File: src/rtl/maxpool_relu2.sv
// ReLU followed by 2x2 stride-2 max pooling on three 12-bit signed channel streams.
// Optional frame_done output is enabled with `define MAXPOOL2_FRAME_DONE_EN.
module maxpool_relu2 #(
    parameter int CONV_BIT = 12,
    parameter int WIDTH    = 8,
    parameter int HEIGHT   = 8
) (
    input  logic                clk,
    input  logic                rst_n,
    input  logic                valid_in,
    input  logic [CONV_BIT-1:0] conv_out_1,
    input  logic [CONV_BIT-1:0] conv_out_2,
    input  logic [CONV_BIT-1:0] conv_out_3,
    output logic [CONV_BIT-1:0] max_value_1,
    output logic [CONV_BIT-1:0] max_value_2,
    output logic [CONV_BIT-1:0] max_value_3,
    output logic                valid_out_relu2
`ifdef MAXPOOL2_FRAME_DONE_EN
    ,
    output logic                frame_done
`endif
);
    // Handshake: valid_in qualifies one pixel (all channels) per cycle; there is no
    // ready, so the consumer must take every single-cycle valid_out_relu2 strobe.
    localparam int CW    = $clog2(WIDTH);
    localparam int RW    = $clog2(HEIGHT);
    localparam int HALFW = WIDTH / 2;

    logic [CW-1:0]       col;
    logic [RW-1:0]       row;
    logic [CONV_BIT-1:0] pair_reg [3];
    logic [CONV_BIT-1:0] line_buf [3][HALFW];
    logic [CONV_BIT-1:0] max_q    [3];

    logic [CONV_BIT-1:0] pix      [3];
    logic [CONV_BIT-1:0] r        [3];
    logic [CONV_BIT-1:0] pm       [3];
    logic [CONV_BIT-1:0] win      [3];
    logic [CW-2:0]       buf_idx;

    logic col_last;
    logic row_last;

    assign col_last = (col == CW'(WIDTH - 1));
    assign row_last = (row == RW'(HEIGHT - 1));
    assign buf_idx  = col[CW-1:1];

    assign pix[0] = conv_out_1;
    assign pix[1] = conv_out_2;
    assign pix[2] = conv_out_3;

    // After ReLU everything is non-negative, so plain unsigned compares suffice.
    always_comb begin
        for (int ch = 0; ch < 3; ch++) begin
            r[ch]   = pix[ch][CONV_BIT-1] ? '0 : pix[ch];
            pm[ch]  = (pair_reg[ch] > r[ch]) ? pair_reg[ch] : r[ch];
            win[ch] = (line_buf[ch][buf_idx] > pm[ch]) ? line_buf[ch][buf_idx] : pm[ch];
        end
    end

    always_ff @(posedge clk or negedge rst_n) begin
        if (!rst_n) begin
            col             <= '0;
            row             <= '0;
            valid_out_relu2 <= 1'b0;
`ifdef MAXPOOL2_FRAME_DONE_EN
            frame_done      <= 1'b0;
`endif
            for (int ch = 0; ch < 3; ch++) begin
                pair_reg[ch] <= '0;
                max_q[ch]    <= '0;
                for (int i = 0; i < HALFW; i++) begin
                    line_buf[ch][i] <= '0;
                end
            end
        end else begin
            valid_out_relu2 <= 1'b0;
`ifdef MAXPOOL2_FRAME_DONE_EN
            frame_done      <= 1'b0;
`endif
            if (valid_in) begin
                if (col_last) begin
                    col <= '0;
                    row <= row_last ? '0 : row + 1'b1;
                end else begin
                    col <= col + 1'b1;
                end

                for (int ch = 0; ch < 3; ch++) begin
                    if (!col[0]) begin
                        pair_reg[ch] <= r[ch];
                    end else if (!row[0]) begin
                        line_buf[ch][buf_idx] <= pm[ch];
                    end else begin
                        max_q[ch] <= win[ch];
                    end
                end

                // Bottom-right pixel of a 2x2 window completes one pooled result.
                valid_out_relu2 <= col[0] & row[0];
`ifdef MAXPOOL2_FRAME_DONE_EN
                frame_done      <= col_last & row_last;
`endif
            end
        end
    end

    assign max_value_1 = max_q[0];
    assign max_value_2 = max_q[1];
    assign max_value_3 = max_q[2];

endmodule

File: config.mk
export PLATFORM = sky130hd
export DESIGN_NAME = maxpool_relu2
export DESIGN_NICKNAME = d
export VERILOG_FILES = /design/src/rtl/maxpool_relu2.sv
export SDC_FILE = /design/constraint.sdc
export NUM_CORES = 1
export LEC_CHECK = 0
export ABC_AREA = 0
export ABC_CLOCK_PERIOD_IN_PS = 4600
export BUFFER_PORTS_ARGS = -buffer_cell sky130_fd_sc_hd__buf_4
export CAP_MARGIN = 10
export CORE_ASPECT_RATIO = 1.75
export CORE_MARGIN = 3
export CORE_UTILIZATION = 40
export DETAILED_ROUTE_END_ITERATION = 10
export PLACE_DENSITY = 0.63
export SYNTH_ARGS = -nofsm -noshare
export SYNTH_HDL_FRONTEND = slang
export SYNTH_SLANG_ARGS = --single-unit
File: constraint.sdc
create_clock -name clk -period 4.6 [get_ports clk]
set_input_delay 0 -clock clk [delete_from_list [all_inputs] [get_ports clk]]
set_output_delay 0 -clock clk [all_outputs]
set_load 0.01 [all_outputs]
# After elaboration in Yosys (flattened, before gate mapping)
# Index checks and enable logic that the tools add are counted.
[classes]
add_sub_neg = 2
magnitude_cmp = 8
eq_ne = 2
n_mux = 26
bitwise_logic = 4
n_reduce_logical = 5
[ops]
columns = ["operator", "count"]
rows = [
  ["two-way mux 12 bit", 13],
  ["bitwise mux 48 bit", 3],
  ["binary-select mux 12 bit (select 2 bit)", 3],
  ["> comparator 12 x 11 -> 1 bit", 3],
  ["> comparator 12 bit", 3],
  ["two-way mux 11 bit", 3],
  ["demux 12 bit (select 2 bit)", 1],
  ["adder 3 x 1 -> 3 bit, second input constant", 2],
  ["equality test 3 bit, second input constant", 2],
  ["two-way mux 3 bit", 2],
  ["AND reduction 3 bit", 2],
  ["AND reduction 2 bit", 2],
  ["greater-or-equal comparator 3 bit, second input constant", 1],
  ["less-than comparator 3 x 1 -> 1 bit, second input constant", 1],
  ["NOT 2 -> 3 bit", 1],
  ["NOT 1 bit", 2],
  ["AND 1 bit", 1],
  ["logical AND 1 bit", 1],
  ["two-way mux 1 bit", 1],
]
[word_totals]
regBits = 223
inputBits = 39
out_inout_bits = 37

# Depth between registers and ports, before layout
# Gate-level depths: netlist of the first run.
[depth]
ltp_word = 6
ltp_mapped = 18

# Least setup slack after synthesis of the first run
# OpenSTA, ideal clock, no wires.
[synth_path]
path_kind = "register to register"
startpoint = "reg pair_reg[25] (netlist bit)"
endpoint = "reg max_q, in the netlist max_value_1[10]"
arrival_time_ns = 3.518
setup_slack_ns = 0.993
stages_incl_launch_ff = 15
n_path_buf = 1
cell_sequence = "dfrtp_1 ha_1 nor2b_1 o211ai_1 a2111o_1 a21oi_2 buf_6 mux2_4 ha_1 a21o_1 a21oi_1 a21oi_1 o32ai_1 nand2_1 o211ai_1"
[synth_via]
elab_chain_cells = 4
[synth_rtl]
columns = ["item", "line", "rtl"]
rows = [
  ["start, declared", "31", "logic [CONV_BIT-1:0] pair_reg [3];"],
  ["start signal, assigned by index", "91", "pair_reg[ch] <= r[ch];"],
  ["> comparator 12 x 11 -> 1 bit", "56", "pm[ch] = (pair_reg[ch] > r[ch]) ? pair_reg[ch] : r[ch];"],
  ["two-way mux 12 bit (*)", "56", ""],
  ["> comparator 12 bit", "57", "win[ch] = (line_buf[ch][buf_idx] > pm[ch]) ? line_buf[ch][buf_idx] : pm[ch];"],
  ["two-way mux 12 bit (*)", "57", ""],
  ["end signal, assigned by index", "95", "max_q[ch] <= win[ch];"],
  ["end, declared", "33", "logic [CONV_BIT-1:0] max_q [3];"],
]
# Mark *: on every way between the ends. The rest lies on a longest branch, timed or not.
# A chain may end at the register's enable or synchronous reset.

# Worst setup path after layout of the first run
[layout_path]
startpoint = "reg pair_reg[25] (netlist bit)"
endpoint = "reg max_q, in the netlist max_value_1[3]"
# The elaborated chain is that of the path after synthesis.

==> metrics.txt, run 1 <==
Fmax=around 0.24 GHz; dominant cells by area after synthesis=dfrtp_1, ha_1, mux4_2; synth warn=0; setup violators final=0; Least-Margin Pin Slew=between 1 and 1.5 ns; cell with the most instances after synthesis=dfrtp_1; Routed Antenna Nets=0; Root Driver=clkbuf_16; Starting Density=41.06%; first-pass GRT wire length=between 40000 and 50000 um; final total power=8.801 mW; pwr/cell area=693.7 mW/mm2; max reg flops=132; DRT Pass-1 Iters=4; routed length per instance=17.44 um; relative slew slack=28.21%; LEAKAGE=5.544 nW; core area=0.02553 mm2; DR vias/cell=5.369; total number of vias=7833; crit-path max FO=9; Startpoint Class=flop; RSZ-0062 raised after global routing=false; fin cells=approximately 1500; fin. max-slew vios=0; final hold slack=around 0.0089 ns; area occupied by multi-input gates=0.004980 mm2; Most used DFF post-synth=dfrtp_1; critical path capture point type=flop; clock latency on the worst-skew pair=0.50 ns; #FFs+latches synth=205; RePlAce Congestion=slightly below 0.8; Post-Route WL=25440 um; I/O Pins=76; nets=1239; Die Y=220.2 um; CTS tree=built; port buffer count=approximately 70; crit path DAT=~4.5 ns; final worst clock skew=around 0.015 ns; Row Count=77; Synth Cell Area=between 0.01 and 0.015 mm2; largest net degree at the start of global routing=94; register area=between 0.005 and 0.006 mm2; Final Hold Fails=0; Tcrit/Tclk final=between 80 and 90%; Initial DRC Count=348; Longest Clk Path Bufs=3; post-layout util=49.69%; Mapped Cells=1014; Yosys top cell area share=48.94%; setup bufs post-CTS=0; post-synthesis async set-or-reset flop share=100.0%; Die X=around 130 um; HP Class=in2reg; die footprint=0.02826 mm2; Post-Place Cells=1360; EDFF count, synth=0; setup_tns=0 ns; gr usage total=18.61%; worst vdd ir=0.0004824 V; Final Critical Period=4.118 ns; register area share after synthesis=48.94%; # clock sinks=205; Worst EP required=5.00 ns; number of global-route vias before repair=8450; unique cell type count in the Yosys netlist=49; most frequent cells after synthesis=dfrtp_1, a21oi_1, nor2_1, nand2_1, o21ai_0; maxcap violations=0; status=finished clean; FILL cells=2261; DRC Markers=0; H-tree depth=1; dominant cell type by area after synthesis=dfrtp_1; WS Path Type=reg2reg; share of cells above drive strength 1=18.11%; grt total ovfl=0; antenna cells=0; total CTS buffers=21; Synth-to-Final Area Change=21.02%; Reg clk slew, reported paths=0.06 ns; DP HPWL=between 15000 and 20000 um; initial antenna violation count=0; syn_area_per_cell=10.34 um2
final timing paths:
check	cells past startpoint	slack [ns]	startpoint	to
worst max-delay path	14	0.48	pair_reg[25]	max_value_1[3]
worst max register to register	14	0.48	pair_reg[25]	max_value_1[3]
min in group asynchronous	2	0.14	rst_n	line_buf[15]
max in group asynchronous	3	3.19	rst_n	line_buf[60]
worst min register to register	2	0.47	line_buf[49]	line_buf[49]
worst min-delay path	3	0.009	conv_out_1[11]	pair_reg[26]
through the flow:
step,worst slack (ns),area (um2)
final,0.4824,12690
after floorplan,0.9934,10490
after global routing,0.2227,12690
after global placement,0.3592,11340
after CTS,0.2908,12680
after detailed placement,0.3147,11340
area by class of cell:
cell class	count	area share [%]
clock buffer	30	4.724
multi-input combinational	708	39.25
inverter	40	1.184
tap	316	3.117
sequential	205	40.45
clock inverter	6	0.8679
timing repair buffer	154	10.41
per-layer routing:
layer | GRT usage, % | up-vias | routed length, um
met5 | 0 | - | 0
met4 | 5.878 | 0 | 663
met3 | 1.908 | 36 | 682
met2 | 36.27 | 111 | 14190
met1 | 20.84 | 3869 | 9901
li1 | - | 3817 | -
worst max-delay path: stages, from the launching register on:
cell and delay (ns):
dfrtp_1 0.39, ha_1 0.30, nor2b_1 0.13, o211ai_1 0.09, a2111o_1 0.40, a21oi_2 0.39
buf_4 0.26, mux2_4 0.35, ha_1 0.33, a21o_1 0.16, a21oi_1 0.13, a21oi_1 0.11
o32ai_2 0.34, nand2_1 0.35, o211ai_1 0.29
report_power, final:
group | switching (mW) | internal (mW) | leakage (nW)
registers | 0.529 | 2.57 | 2.55
logic | 2.08 | 1.85 | 2.66
clock network | 0.699 | 1.07 | 0.340
repair_timing:
action	CTS	global route
hold buffers	63	0
endpoints found under the setup margin	0	5
endpoints found under the hold margin	129	0
resized for setup	0	1
cell usage in the layout, fill, tap and decap left out, types with 29 or more instances in the layout:
cell,netlist,layout
inv_1,39,39
dfrtp_1,205,204
nand2b_1,35,34
mux4_2,33,33
buf_4,4,90
mux2_2,29,29
dlygate4sd3_1,0,63
o21ai_0,79,79
nand2_1,93,93
ha_1,70,70
a21oi_1,119,119
nor2_1,103,103
logic make-up after synthesis:
| group | share of synthesized area [%] |
|---|---|
| buf+inv | 4.010 |
| fa+ha+maj | 8.355 |
| mux | 11.24 |
| flops | 48.94 |
| simple gates | 12.58 |
| compound gates | 14.84 |
| other cells | 0.03577 |
(Power assumes the default switching activity.)
==> run 2: changes to the inputs <==
--- a/config.mk
+++ b/config.mk
@@ -11,9 +11,10 @@
 export CAP_MARGIN = 10
 export CORE_ASPECT_RATIO = 1.75
 export CORE_MARGIN = 3
-export CORE_UTILIZATION = 40
+export CORE_UTILIZATION = 55
 export DETAILED_ROUTE_END_ITERATION = 10
-export PLACE_DENSITY = 0.63
+export GPL_TIMING_DRIVEN = 1
+export PLACE_DENSITY = 0.8
 export SYNTH_ARGS = -nofsm -noshare
 export SYNTH_HDL_FRONTEND = slang
 export SYNTH_SLANG_ARGS = --single-unit
==> constraint.sdc (replaced) <==
create_clock -name clk -period 4.6 [get_ports clk]
set_input_delay 0.23 -clock clk [delete_from_list [all_inputs] [get_ports clk]]
set_output_delay 0.23 -clock clk [all_outputs]
set_load 0.01 [all_outputs]
==> metrics.txt, run 2 (same netlist as run 1, synthesis figures left out) <==
status=finished clean; RSZ-0062 raised after global routing=false; share of cells above drive strength 1=18.80% (+0.69 points); worst hold path endpoint=pair_reg[6]; Die X=110.4 um (-14%); RePlAce Congestion=0.8896 (+16%); critical path's slowest cell=dfrtp_1; gr usage total=23.42% (+4.8 points); design area=0.01188 mm2 (-6.3%); crit-path max FO=9 (unchanged); setup_tns=0 ns (unchanged); first-pass GRT wire length=39240 um (-7.6%); Root Driver=clkbuf_16; register area=0.005131 mm2 (unchanged); critical path capture point type=flop; antenna cells=0 (unchanged); Least-Margin Pin Slew=1.076 ns (-0.001229 ns); Final Hold Fails=0 (unchanged); Die Y=188.6 um (-14%); CP peak stage delay=0.41 ns (about the same); Reg clk slew, reported paths=0.06 ns (about the same); # clock sinks=205 (unchanged); number of global-route vias before repair=8276 (-2.1%); fin. max-slew vios=0 (unchanged); most common cell after layout, fill and taps aside=dfrtp_1; relative slew slack=28.29% (+0.082 points); r2r endpoint=max_value_1[7]; FILL cells=1496 (-34%); initial antenna violation count=0 (unchanged); crit path DAT=4.50 ns (-0.02 ns); grt total ovfl=0 (unchanged); WS Path Type=reg2reg; setup violators final=0 (unchanged); total CTS buffers=20 (-4.8%); DP HPWL=15970 um (-7.0%); LEAKAGE=5.298 nW (-4.4%); DRT Pass-1 Iters=5 (+1); port buffer count=72 (unchanged); worst vdd ir=0.0004699 V (-2.6%); largest net degree at the start of global routing=104 (+11%); H-tree depth=1 (unchanged); Longest Clk Path Bufs=3 (unchanged); CP Cell Sequence=ha_1, nor2b_1, o211ai_1, a2111o_1, a21oi_2, buf_4, mux2_2, ha_1, a21oi_1, a21oi_1, o32ai_1, buf_4, nand2_1, o211ai_1; maxcap violations=0 (unchanged); Worst EP required=5.00 ns (about the same); die footprint=0.02082 mm2 (-26%); final worst clock skew=0.01851 ns (+0.003666 ns); Routed Antenna Nets=0 (unchanged); Synth-to-Final Area Change=13.34%; RR Startpoint=pair_reg[25]; Cells on Worst Hold Path=3 (unchanged); path depth of the worst reg2reg path=14 (unchanged); I/O Pins=76 (unchanged); HP Class=in2reg; core area=0.01866 mm2 (-27%); Initial DRC Count=336 (-3.4%); Startpoint Class=flop; clock latency on the worst-skew pair=0.49 ns (about the same); most frequent cells in the layout=dfrtp_1, a21oi_1, nor2_1, nand2_1, buf_4; Fmax=0.2439 GHz (+0.44%); DR vias/cell=5.892 (+9.8%); pwr/cell area=719.3 mW/mm2 (+3.7%); max reg flops=132 (unchanged); Final Critical Period=4.099 ns (-0.01824 ns); DRC Markers=0 (unchanged); Post-DP Area=0.01126 mm2 (-0.72%); Row Count=66 (-14%); Starting Density=56.17% (+15 points); area occupied by multi-input gates=0.004961 mm2 (-0.38%); setup bufs post-CTS=0 (unchanged); nets=1179 (-4.8%); total number of vias=7766 (-0.86%); CTS tree=built; reg2reg setup slack=0.50 ns (+0.02 ns); Tcrit/Tclk final=89.12% (-0.40 points); routed length per instance=17.59 um (+0.89%); Post-Route WL=23180 um (-8.9%); min-delay src=conv_out_3[6]
run 2: layout make-up:
type | count | area share (%)
timing repair buffer | 95 | 6.203
multi-input combinational | 708 | 41.75
inverter | 40 | 1.264
clock inverter | 4 | 0.1896
sequential | 205 | 43.19
tap | 238 | 2.506
clock buffer | 28 | 4.897
run 2: metrics by stage:
| stage | std cells | hold slack [ns] | utilization, % | setup WS [ns] | power, mW |
|---|---|---|---|---|---|
| floorplan | 1016 | -0.06559 | - | 0.8131 | 5.831 |
| global placement | 1284 | 0.3628 | 60.32 | 0.5253 | 6.810 |
| detailed placement | 1284 | 0.3694 | 60.32 | 0.3488 | 6.999 |
| CTS | 1318 | 0.07276 | 63.66 | 0.5417 | 8.576 |
| global route | 1318 | 0.1071 | 63.66 | 0.2526 | 9.233 |
| finish | 1318 | 0.07892 | 63.66 | 0.5007 | 8.546 |
run 2: worst max-delay path, delay by kind of cell (launching register included):
family / cells / cell delay, ns
flip-flops: 1 / 0.41
adder cells (fa/ha/maj): 2 / 0.66
buffers and inverters: 2 / 0.44
AND/OR/NAND/NOR: 2 / 0.37
multiplexers: 1 / 0.40
AO/OA/AOI/OAI: 7 / 1.72
run 2: what timing repair did:
item / CTS / global route
resized for setup: 0 / 0
endpoints found under the hold margin: 103 / 0
setup endpoints to repair: 0 / 0
hold buffers: 2 / 0
run 2: worst max-delay path by stage:
| stage | startpoint | endpoint | slack (ns) | cells after the start |
|---|---|---|---|---|
| 3_3_place_gp | conv_out_1[11] | max_value_1[7] | 0.53 | 16 |
| 2_1_floorplan | conv_out_1[11] | max_value_1[10] | 0.81 | 16 |
| 6_report | pair_reg[25] | max_value_1[7] | 0.50 | 14 |
| 3_5_place_dp | conv_out_1[11] | max_value_1[4] | 0.35 | 16 |
| 5_1_grt | pair_reg[25] | max_value_1[4] | 0.25 | 14 |
| 4_1_cts | pair_reg[25] | max_value_1[4] | 0.54 | 14 |
run 2: where the power goes:
| part | switching [mW] | internal (mW) |
|---|---|---|
| Clock | 0.662 | 0.877 |
| Combinational | 2.05 | 1.84 |
| Sequential | 0.543 | 2.57 |
run 2: layer usage:
layer	wire length [um]	track usage, %	vias up	part of all wire [%]
met4	833	9.673	0	3.6
met1	8892	28.67	3797	38
met5	0	0	-	0
li1	-	-	3702	-
met3	970	2.331	71	4.2
met2	12490	41.49	196	54
==> run 3: changes to the inputs <==
--- a/config.mk
+++ b/config.mk
@@ -15,6 +15,7 @@
 export DETAILED_ROUTE_END_ITERATION = 10
 export GPL_TIMING_DRIVEN = 1
 export PLACE_DENSITY = 0.8
+export RECOVER_POWER = 100
 export SYNTH_ARGS = -nofsm -noshare
 export SYNTH_HDL_FRONTEND = slang
 export SYNTH_SLANG_ARGS = --single-unit
==> metrics.txt, run 3 (same netlist as run 1, synthesis figures left out) <==
status=finished, violations left; failing checks=max-capacitance violations, max-slew violations; hold_buf cts=2 (unchanged); Die X=110.4 um (unchanged); H-tree depth=1 (unchanged); Fmax=0.2347 GHz (-3.8%); setup_tns=0 ns (unchanged); part of the power in registers=37.2% (+0.7 points); maxcap violations=5 (+5); number of global-route vias before repair=8276 (unchanged); Root Driver=clkbuf_16; most common cell after layout, fill and taps aside=dfrtp_1; kind of cell adding the most delay to the critical path=compound AO/OA/AOI/OAI gates; Reg clk slew, reported paths=0.06 ns (about the same); RR Startpoint=pair_reg[9]; Die Y=188.6 um (unchanged); post-layout util=62.46% (-1.2 points); crit path DAT=4.59 ns (+0.09 ns); CTS tree=built; CP startpoint=pair_reg[9]; I/O Pins=76 (unchanged); HP Class=in2reg; worst hold path endpoint=pair_reg[33]; worst vdd ir=0.0004710 V (+0.25%); antenna cells=0 (unchanged); setup bufs post-CTS=0 (unchanged); nets=1179 (unchanged); path depth of the worst reg2reg path=16 (+2); Cells on Worst Hold Path=3 (unchanged); share of cells above drive strength 1=11.85% (-6.9 points); setup violators final=0 (unchanged); Comb power frac=44.4% (-1.1 points); total number of vias=7746 (-0.26%); post-CTS sizing=0 (unchanged); largest net degree at the start of global routing=104 (unchanged); DRC Markers=0 (unchanged); min-delay src=conv_out_1[9]; critical path capture point type=flop; first-pass GRT wire length=39240 um (unchanged); reg2reg setup slack=0.34 ns (-0.16 ns); LEAKAGE=5.089 nW (-3.9%); Starting Density=56.17% (unchanged); clock latency on the worst-skew pair=0.49 ns (about the same); Worst EP required=4.93 ns (-0.07 ns); crit-path max FO=11 (+2); Routed Antenna Nets=0 (unchanged); Clk pwr share=18.4% (+0.4 points); FILL cells=1545 (+3.3%); Switch Pwr=3.249 mW (-0.22%); area occupied by multi-input gates=0.004917 mm2 (-0.88%); pwr/cell area=719.0 mW/mm2 (about the same); DR vias/cell=5.877 (-0.26%); DP HPWL=15970 um (unchanged); grt total ovfl=0 (unchanged); Final Critical Period=4.261 ns (+0.1616 ns); relative slew slack=-67.60% (-96 points); CP Buf/Inv Count=3 (+1); Startpoint Class=flop; core area=0.01866 mm2 (unchanged); # clock sinks=205 (unchanged); WS Path Type=reg2reg; max reg flops=132 (unchanged); final worst clock skew=0.01863 ns (+0.0001129 ns); Longest Clk Path Bufs=3 (unchanged); P_int=5.133 mW (-3.0%); Final Hold Fails=0 (unchanged); RePlAce Congestion=0.8896 (unchanged); total CTS buffers=20 (unchanged); gr usage total=23.42% (unchanged); Tcrit/Tclk final=92.63% (+3.5 points); port buffer count=72 (unchanged); fin. max-slew vios=261 (+261); CP Cell Sequence=ha_1, a21o_1, a21oi_1, o211ai_1, o21ai_0, clkbuf_1, mux2i_1, inv_1, ha_1, nor2b_1, o211ai_1, a211o_1, and3_1, o21ai_0, clkbuf_1, o21ai_0; register area=0.005131 mm2 (unchanged); DRT Pass-1 Iters=6 (+1); most used cell, CP=o21ai_0; most frequent cells in the layout=dfrtp_1, a21oi_1, nor2_1, nand2_1, o21ai_0; Synth-to-Final Area Change=11.21%; die footprint=0.02082 mm2 (unchanged); Post-Route WL=23160 um (about the same); Net Sw Frac=38.76% (+0.66 points); Least-Margin Pin Slew=2.514 ns (+1.438 ns); CP peak stage delay=0.64 ns (+0.23 ns); RSZ-0062 raised after global routing=false; Initial DRC Count=353 (+5.1%); initial antenna violation count=0 (unchanged); Row Count=66 (unchanged); critical path's slowest cell=mux2i_1; r2r endpoint=max_value_3[0]; routed length per instance=17.57 um (about the same)
## run 3: power by group through the flow
stage / combinational [mW] / sequential [mW] / clock (mW)
floorplan: 2.88 / 2.96 / 0
global placement: 3.72 / 3.09 / 0
detailed placement: 3.86 / 3.14 / 0
CTS: 3.89 / 3.12 / 1.56
global route: 4.21 / 3.21 / 1.64
finish: 3.72 / 3.12 / 1.55
## run 3: worst max-delay path by stage
stage | end | slack, ns | depth (start not counted)
after global placement | max_value_1[7] | 0.53 | 16
after CTS | max_value_1[4] | 0.54 | 14
after floorplan | max_value_1[10] | 0.81 | 16
final | max_value_3[0] | 0.34 | 16
after global routing | max_value_3[4] | 0.13 | 16
after detailed placement | max_value_1[4] | 0.35 | 16
## run 3: area by class of cell
class                   count  area share (%)
clock buffers              28           4.991
repair buffers             95           4.776
inverters                  40           1.288
well taps                 238           2.554
flip-flops and latches    205           44.02
multi-input cells         708           42.18
clock inverters             4          0.1932
## run 3: per-layer routing
layer / GRT usage [%] / vias to the layer above / wire length [um]
met5: 0 / - / 0
met4: 9.673 / 0 / 802
met3: 2.331 / 65 / 957
met2: 41.49 / 194 / 12470
met1: 28.67 / 3789 / 8936
li1: - / 3698 / -
## run 3: metrics by stage
step | worst slack, ns | hold slack, ns | instance area, um2 | power (mW) | instances
after floorplan | 0.8131 | -0.06559 | 10490 | 5.831 | 1016
after global placement | 0.5253 | 0.3628 | 11260 | 6.810 | 1284
after detailed placement | 0.3488 | 0.3694 | 11260 | 6.999 | 1284
after CTS | 0.5417 | 0.07276 | 11880 | 8.576 | 1318
after global routing | 0.1297 | 0.1042 | 11660 | 9.055 | 1318
final | 0.3391 | 0.07736 | 11660 | 8.382 | 1318
## run 3: worst min-delay path, stage by stage
cell      delay, ns
buf_4          0.11
nand2b_1       0.10
o21ai_0        0.09
